File: config.mk
export PLATFORM = sky130hd
export DESIGN_NAME = ldl_win_peak
export DESIGN_NICKNAME = d
export VERILOG_FILES = /design/src/rtl/ldl_win_peak.sv
export SDC_FILE = /design/constraint.sdc
export NUM_CORES = 1
export LEC_CHECK = 0
export CORE_MARGIN = 4
export CORE_UTILIZATION = 50
export DETAILED_ROUTE_END_ITERATION = 10
export PLACE_DENSITY = 0.74
export SLEW_MARGIN = 10
export SYNTH_ARGS = -nofsm -noshare
export SYNTH_HDL_FRONTEND = slang
export SYNTH_SLANG_ARGS = --single-unit
File: constraint.sdc
create_clock -name clk_i -period 3.8 [get_ports clk_i]
set_input_delay 0.95 -clock clk_i [delete_from_list [all_inputs] [get_ports clk_i]]
set_output_delay 0.95 -clock clk_i [all_outputs]
set_load 0.05 [all_outputs]
File: src/rtl/ldl_win_peak.sv
// Windowed peak/trough detector. Tracks max, min and index-of-max over a
// programmable window of accepted samples. It emits one result word per closed
// window through a one-deep valid/ready output register.
//
// Ports:
//   clk_i, rst_i      clock and synchronous active-high reset
//   win_len_i         samples per window (0 means 1), sampled at window start
//   flush_i           close the current window early (only effective when in_ready_o=1)
//   in_valid_i/in_ready_o/in_data_i     sample stream
//   out_valid_o/out_ready_i             result handshake
//   out_max_o/out_min_o/out_idx_o/out_cnt_o  result fields
module ldl_win_peak #(
    parameter int unsigned WIDTH = 8,
    parameter int unsigned CNT_W = 8
) (
    input  logic             clk_i,
    input  logic             rst_i,
    input  logic [CNT_W-1:0] win_len_i,
    input  logic             flush_i,
    input  logic             in_valid_i,
    output logic             in_ready_o,
    input  logic [WIDTH-1:0] in_data_i,
    output logic             out_valid_o,
    input  logic             out_ready_i,
    output logic [WIDTH-1:0] out_max_o,
    output logic [WIDTH-1:0] out_min_o,
    output logic [CNT_W-1:0] out_idx_o,
    output logic [CNT_W-1:0] out_cnt_o
);

    typedef enum logic {OUT_EMPTY, OUT_FULL} out_st_e;

    out_st_e          out_st_q, out_st_d;
    logic [CNT_W-1:0] cnt_q, cnt_d;
    logic [CNT_W-1:0] len_q, len_d;
    logic [WIDTH-1:0] acc_max_q, acc_max_d;
    logic [WIDTH-1:0] acc_min_q, acc_min_d;
    logic [CNT_W-1:0] acc_idx_q, acc_idx_d;
    logic [WIDTH-1:0] out_max_q, out_max_d;
    logic [WIDTH-1:0] out_min_q, out_min_d;
    logic [CNT_W-1:0] out_idx_q, out_idx_d;
    logic [CNT_W-1:0] out_cnt_q, out_cnt_d;

    logic             accept_c;
    logic             first_c;
    logic             close_c;
    logic [CNT_W-1:0] eff_len_c;
    logic [CNT_W-1:0] cnt_inc_c;
    logic [WIDTH-1:0] fold_max_c;
    logic [WIDTH-1:0] fold_min_c;
    logic [CNT_W-1:0] fold_idx_c;

    // The output slot frees up in the same cycle its result is taken.
    assign in_ready_o = (out_st_q == OUT_EMPTY) || out_ready_i;
    assign accept_c   = in_valid_i && in_ready_o;
    assign first_c    = (cnt_q == '0);
    assign cnt_inc_c  = cnt_q + CNT_W'(1);

    // The window length is latched by the first sample, so the live input
    // is only looked at while the accumulator is empty.
    assign eff_len_c = first_c ? ((win_len_i == '0) ? CNT_W'(1) : win_len_i) : len_q;

    // Accumulator with the incoming sample folded in. Strict compares keep the
    // earliest index on ties.
    always_comb begin
        fold_max_c = acc_max_q;
        fold_min_c = acc_min_q;
        fold_idx_c = acc_idx_q;
        if (first_c) begin
            fold_max_c = in_data_i;
            fold_min_c = in_data_i;
            fold_idx_c = '0;
        end else begin
            if (in_data_i > acc_max_q) begin
                fold_max_c = in_data_i;
                fold_idx_c = cnt_q;
            end
            if (in_data_i < acc_min_q) begin
                fold_min_c = in_data_i;
            end
        end
    end

    // A natural close and a flush on the same edge produce a single result.
    // A flush on an empty window with no sample does nothing.
    assign close_c = in_ready_o &&
                     ((accept_c && (cnt_inc_c == eff_len_c)) ||
                      (flush_i && (!first_c || accept_c)));

    // Accumulator and output-register next state.
    always_comb begin
        out_st_d  = out_st_q;
        cnt_d     = cnt_q;
        len_d     = len_q;
        acc_max_d = acc_max_q;
        acc_min_d = acc_min_q;
        acc_idx_d = acc_idx_q;
        out_max_d = out_max_q;
        out_min_d = out_min_q;
        out_idx_d = out_idx_q;
        out_cnt_d = out_cnt_q;

        if (accept_c) begin
            acc_max_d = fold_max_c;
            acc_min_d = fold_min_c;
            acc_idx_d = fold_idx_c;
            cnt_d     = cnt_inc_c;
            if (first_c) begin
                len_d = eff_len_c;
            end
        end

        case (out_st_q)
            OUT_EMPTY: ;
            OUT_FULL:  if (out_ready_i) out_st_d = OUT_EMPTY;
            default:   out_st_d = OUT_EMPTY;
        endcase

        if (close_c) begin
            cnt_d     = '0;
            out_st_d  = OUT_FULL;
            out_max_d = accept_c ? fold_max_c : acc_max_q;
            out_min_d = accept_c ? fold_min_c : acc_min_q;
            out_idx_d = accept_c ? fold_idx_c : acc_idx_q;
            out_cnt_d = accept_c ? cnt_inc_c  : cnt_q;
        end
    end

    // State registers.
    always_ff @(posedge clk_i) begin
        if (rst_i) begin
            out_st_q  <= OUT_EMPTY;
            cnt_q     <= '0;
            len_q     <= '0;
            acc_max_q <= '0;
            acc_min_q <= '0;
            acc_idx_q <= '0;
            out_max_q <= '0;
            out_min_q <= '0;
            out_idx_q <= '0;
            out_cnt_q <= '0;
        end else begin
            out_st_q  <= out_st_d;
            cnt_q     <= cnt_d;
            len_q     <= len_d;
            acc_max_q <= acc_max_d;
            acc_min_q <= acc_min_d;
            acc_idx_q <= acc_idx_d;
            out_max_q <= out_max_d;
            out_min_q <= out_min_d;
            out_idx_q <= out_idx_d;
            out_cnt_q <= out_cnt_d;
        end
    end

    assign out_valid_o = (out_st_q == OUT_FULL);
    assign out_max_o   = out_max_q;
    assign out_min_o   = out_min_q;
    assign out_idx_o   = out_idx_q;
    assign out_cnt_o   = out_cnt_q;

endmodule
# ---- Word level (Yosys, flattened, before mapping)
# Index checks and enable logic that the tools add are counted.
dict set report totals {
  word_cells 42
  inputBits 21
  output_inout_bits 34
  regBits 73
}
dict set report classes {
  n_eq_ne 1
  reduce_logical 12
  n_bitwise 1
  magnitude_cmp 2
  mux 15
  add_sub_neg 1
}
# op count
set ops {}
lappend ops {{two-way mux 8 bit} 12}
lappend ops {{zero test 8 bit} 2}
lappend ops {{adder 8 x 1 -> 8 bit, second input constant} 1}
lappend ops {{equality test 8 bit} 1}
lappend ops {{greater-than comparator 8 bit} 1}
lappend ops {{less-than comparator 8 bit} 1}
lappend ops {{logical AND 1 bit} 4}
lappend ops {{logical OR 1 bit} 3}
lappend ops {{two-way mux 1 bit} 3}
lappend ops {{AND reduction 2 bit} 1}
lappend ops {{OR reduction 2 bit} 1}
lappend ops {{zero test 1 bit} 1}
lappend ops {{NOT 1 bit} 1}

# ---- Logic depth before layout (Yosys ltp)
dict set report logic_depth {
  word_depth 8
  ltp_mapped 11
  depth_no_buf 9
}

# ---- Worst setup path after synthesis
# OpenSTA, ideal clock, no wires.
dict set report synth_path {
  path_kind {input to register}
  start {in out_ready_i}
  end {reg out_idx_q[6], in the netlist out_idx_o[6]}
  stages 8
  n_path_buf 2
  arrival_ps 2988
  path_slack_ps 690
  setup_time_ps 121
  t_required_ps 3679
  cell_sequence {nand2b_1 nand2_1 or3_1 buf_1 clkbuf_1 nand4_1 a21oi_1 mux2_4}
}
dict set report synth_via {
  elab_chain_cells 6
  elab_cells_between_ends 8
  cone_classes {mux: 1; reduce/logical: 7}
}
# item line
set synth_rtl {}
lappend synth_rtl {{start: declaration} 24} ;# input logic out_ready_i,
lappend synth_rtl {{logical OR 1 bit (*)} 54} ;# assign in_ready_o = (out_st_q == OUT_EMPTY) || out_ready_i;
lappend synth_rtl {{logical AND 1 bit} 55} ;# assign accept_c = in_valid_i && in_ready_o;
lappend synth_rtl {{logical OR 1 bit} 88} ;# (flush_i && (!first_c || accept_c)));
lappend synth_rtl {{logical AND 1 bit} 88}
lappend synth_rtl {{logical OR 1 bit} 87} ;# ((accept_c && (cnt_inc_c == eff_len_c)) ||
lappend synth_rtl {{logical AND 1 bit} 86} ;# assign close_c = in_ready_o &&
lappend synth_rtl {{end signal: assignment} 151} ;# out_idx_q <= out_idx_d;
lappend synth_rtl {{end: declaration} 41} ;# logic [CNT_W-1:0] out_idx_q, out_idx_d;
# Every way passes the cells marked *; elsewhere a longest branch is shown, timed or not.
# A chain may end at the register's enable or synchronous reset.

# ---- Worst setup path in the final report
dict set report layout_path {
  start {reg cnt_q[0]}
  end {reg out_max_q[7], in the netlist out_max_o[7]}
}
dict set report layout_via {
  elab_chain_cells 6
  elab_cells_between_ends 12
  cone_classes {add/sub: 1; eq/ne: 1; mux: 3; reduce/logical: 7}
}
# item line
set layout_rtl {}
lappend layout_rtl {{start: declaration} 34} ;# logic [CNT_W-1:0] cnt_q, cnt_d;
lappend layout_rtl {{start signal: assignment} 144} ;# cnt_q <= cnt_d;
lappend layout_rtl {{parallel branches: the longest is 6 deep, another holds adder 8 x 1 -> 8 bit} n/a}
lappend layout_rtl {{end signal: assignment} 149} ;# out_max_q <= out_max_d;
lappend layout_rtl {{end: declaration} 39} ;# logic [WIDTH-1:0] out_max_q, out_max_d;
# Parallel ways; which one is timed is not known.

==> flow_summary.json <==
{
  "outcome": "completed",
  "synth_edf_count": 0,
  "fin_crit_sh_pct": 85.00,
  "diodes": 0,
  "clock.fmax_mhz": 309.6,
  "cts.repair.resized": 0,
  "hp-class": "flip-flop to flip-flop",
  "grt_pass1_vias": 3549,
  "critical_path.top_delay_family": "simple AND/OR/NAND/NOR gates",
  "place.gp.congestion": 0.8530,
  "synth_cells": 461,
  "p_per_area_nw_per_um2": 409.2,
  "vias": 3493,
  "endpoint": "out_max_o[7]",
  "critPathLaunch": "cnt_q[0]",
  "cpMaxStageDelayCell": "or3b_2",
  "synthesis.nets": 499,
  "maxSlewHeadroom_pct": 37.09,
  "critPathRequiredTime_ps": 4030,
  "port_buffers": 54,
  "clock_skew_ps": 9.117,
  "reg2reg_depth": 10,
  "nNetsFinal": 547,
  "worst_pin_slew_ps": 942.7,
  "cts_max_level": 3,
  "cpPeakStageDelay_ps": 550,
  "crit_chain": "inv_1 -> ha_1 -> or3b_2 -> nor2_8 -> mux2i_1 -> xnor2_1 -> nor3_1 -> a31oi_4 -> buf_4 -> mux2_4",
  "ys_types": 42,
  "finalSetupViolCount": 0,
  "min_from": "len_q[1]",
  "end_kind": "flip-flop",
  "start_util_pct": 51.76,
  "dp_hpwl_um": 6717,
  "gr-usage-all-layers_pct": 20.14,
  "numCtsBuffers": 9,
  "netlist_area_um2": 4041,
  "finalHoldViolations": 0,
  "drv_cap": 0,
  "rows": 32,
  "max-clock-path-buffers": 2,
  "yosysWarnings": 0,
  "crit_buf_inv": 2,
  "area_growth_pct": 21.11,
  "dieHeight_um": 97.91,
  "fillers": 694,
  "drive_gt1_share_pct": 12.06,
  "cp.depth": 10,
  "multi_input_area_um2": 2305,
  "drtIter0Drc": 199,
  "boundaryPins": 55,
  "leakage_nw": 2.090,
  "cts.sink_count": 73,
  "overflow": 0,
  "regToRegEndpoint": "out_max_o[7]",
  "clk_pin_slew_ps": 80,
  "drcViolationCount": 0,
  "wl_um": 9473,
  "postRouteAntennaNets": 0,
  "synthArstFlopShare_pct": 0,
  "ff_latch_area_um2": 1461,
  "syn_area_per_cell_um2": 8.767,
  "dr.pass1.iters": 4,
  "critical_path_peak_fanout": 30,
  "grt_max_degree": 53,
  "ir_worst_vdd_v": 0.0002399,
  "crit_arrival_ps": 3460,
  "clk_latency_ps": 350,
  "die_w_um": 97.91,
  "cts_setup_buffers": 0,
  "grt_pass1_wl_um": 16250,
  "final_util_pct": 62.69,
  "cts_hold_buf": 0,
  "synth_seq_area_share_pct": 36.16,
  "path_class": "flip-flop to flip-flop",
  "ys.flop_type": "dfxtp_1",
  "rsz0062_at_grt": "false",
  "maxSlewViolCount": 0,
  "reg2reg_slack_ps": 570,
  "antenna_found_initial": 0,
  "via_per_inst": 5.670,
  "ctsRootBufferMaster": "clkbuf_8",
  "dieArea_um2": 9585,
  "fp.coreArea_um2": 7807,
  "cts_tree": "built",
  "r2r-start": "cnt_q[0]",
  "startpoint_type": "flip-flop",
  "yosys_register_bits": 73,
  "final.setup.tns_ps": 0,
  "finalCriticalPeriod_ps": 3230,
  "post_drt_wl_per_cell_um": 15.38
}
-- cells by family (layout without fill, tap and decap cells) --
family                     count (synthesis)  count (layout)  synth area share (%)
and+or+nand+nor                          157             157                 20.96
AOI/OAI and AO/OA                         96              96                 15.45
DFF                                       73              73                 36.16
buffers and inverters                     65             118                 6.811
muxes                                     37              37                 11.89
adders and majority gates                 17              17                 5.263
xor gates and xnor gates                  16              16                 3.467
-- where the power goes --
group | internal (W) | switching, W
clock | 0.000390 | 0.000302
combinational | 0.000188 | 0.000290
sequential | 0.000809 | 0.0000233
-- sequential cells by signal, summed over array words and instances (netlist names) --
register / count
out_valid_o: 1
out_cnt_o: 8
len_q: 8
acc_max_q: 8
out_max_o: 8
acc_min_q: 8
out_min_o: 8
acc_idx_q: 8
out_idx_o: 8
cnt_q: 8
-- worst min-delay path: stages, from the launching register on --
cell	delay, ps
dfxtp_1	320
nand2_1	50
a21oi_1	50
-- cell usage after synthesis (3+ instances only) --
cell type	instances	area (um^2)
o221ai_1	7	61.31
xnor2_1	12	105.1
mux2_4	22	330.3
nand3_1	20	100.1
nand2_1	42	157.7
nor3_1	15	75.07
inv_1	32	120.1
and3_1	8	50.05
a21oi_1	38	190.2
xor2_1	4	35.03
o31ai_1	15	112.6
nand4_1	20	125.1
nor2_1	13	48.80
o21ai_1	3	15.01
ha_1	17	212.7
and4_1	3	26.28
a211oi_1	4	30.03
nor2b_1	23	143.9
clkbuf_1	24	90.09
buf_6	3	33.78
o21ai_0	7	35.03
o211ai_1	5	37.54
dfxtp_1	73	1461
buf_1	3	11.26
a21o_1	7	52.55
o21a_1	7	52.55
mux2i_1	15	150.1
-- layout by cell type, fill, tap and decap left out, drive strengths merged, types with 8 or more instances in the layout --
| cell type | Yosys | final |
|---|---|---|
| a21oi | 38 | 38 |
| and3 | 8 | 8 |
| buf | 9 | 18 |
| clkbuf | 24 | 10 |
| clkdlybuf4s50 | 0 | 52 |
| dfxtp | 73 | 73 |
| ha | 17 | 17 |
| inv | 32 | 33 |
| mux2 | 22 | 22 |
| mux2i | 15 | 15 |
| nand2 | 42 | 42 |
| nand3 | 20 | 20 |
| nand4 | 20 | 20 |
| nor2 | 14 | 14 |
| nor2b | 23 | 23 |
| nor3 | 15 | 15 |
| o21ai | 10 | 10 |
| o31ai | 15 | 15 |
| xnor2 | 12 | 12 |
-- worst min path at each step --
| stage | endpoint | depth (start not counted) |
|---|---|---|
| floorplan | len_q[6] | 2 |
| global placement | len_q[1] | 2 |
| detailed placement | len_q[7] | 2 |
| CTS | out_min_o[0] | 2 |
| global route | out_min_o[0] | 2 |
| finish | len_q[1] | 2 |
-- per-layer routing --
layer	global-route usage [%]	part of all wire, %	vias to the layer above
li1	-	-	1732
met1	24.71	44	1671
met2	34.82	51	79
met3	4.786	4.2	11
met4	6.283	1.1	0
met5	0	0	-
-- cell type report --
class | instances | share of cell area (%)
clock buffers | 10 | 2.812
clock inverters | 6 | 1.840
inverters | 32 | 2.454
multi-input cells | 323 | 47.09
flip-flops and latches | 73 | 29.86
well taps | 102 | 2.607
repair buffers | 70 | 13.34
-- metrics by stage --
stage                     hold WS [ps]  std cells  worst slack (ps)  power (W)  cell area (um^2)
after detailed placement         451.0        600             272.4   0.001326              4667
after CTS                        463.8        616             553.7   0.002016              4895
after global routing             484.3        616             417.4   0.002111              4895
after floorplan                  434.9        461             690.3   0.001188              4041
after global placement           441.6        600             311.0   0.001314              4667
final                            459.2        616             570.0   0.002003              4895
No activity file was read; power rests on OpenSTA's default activity.
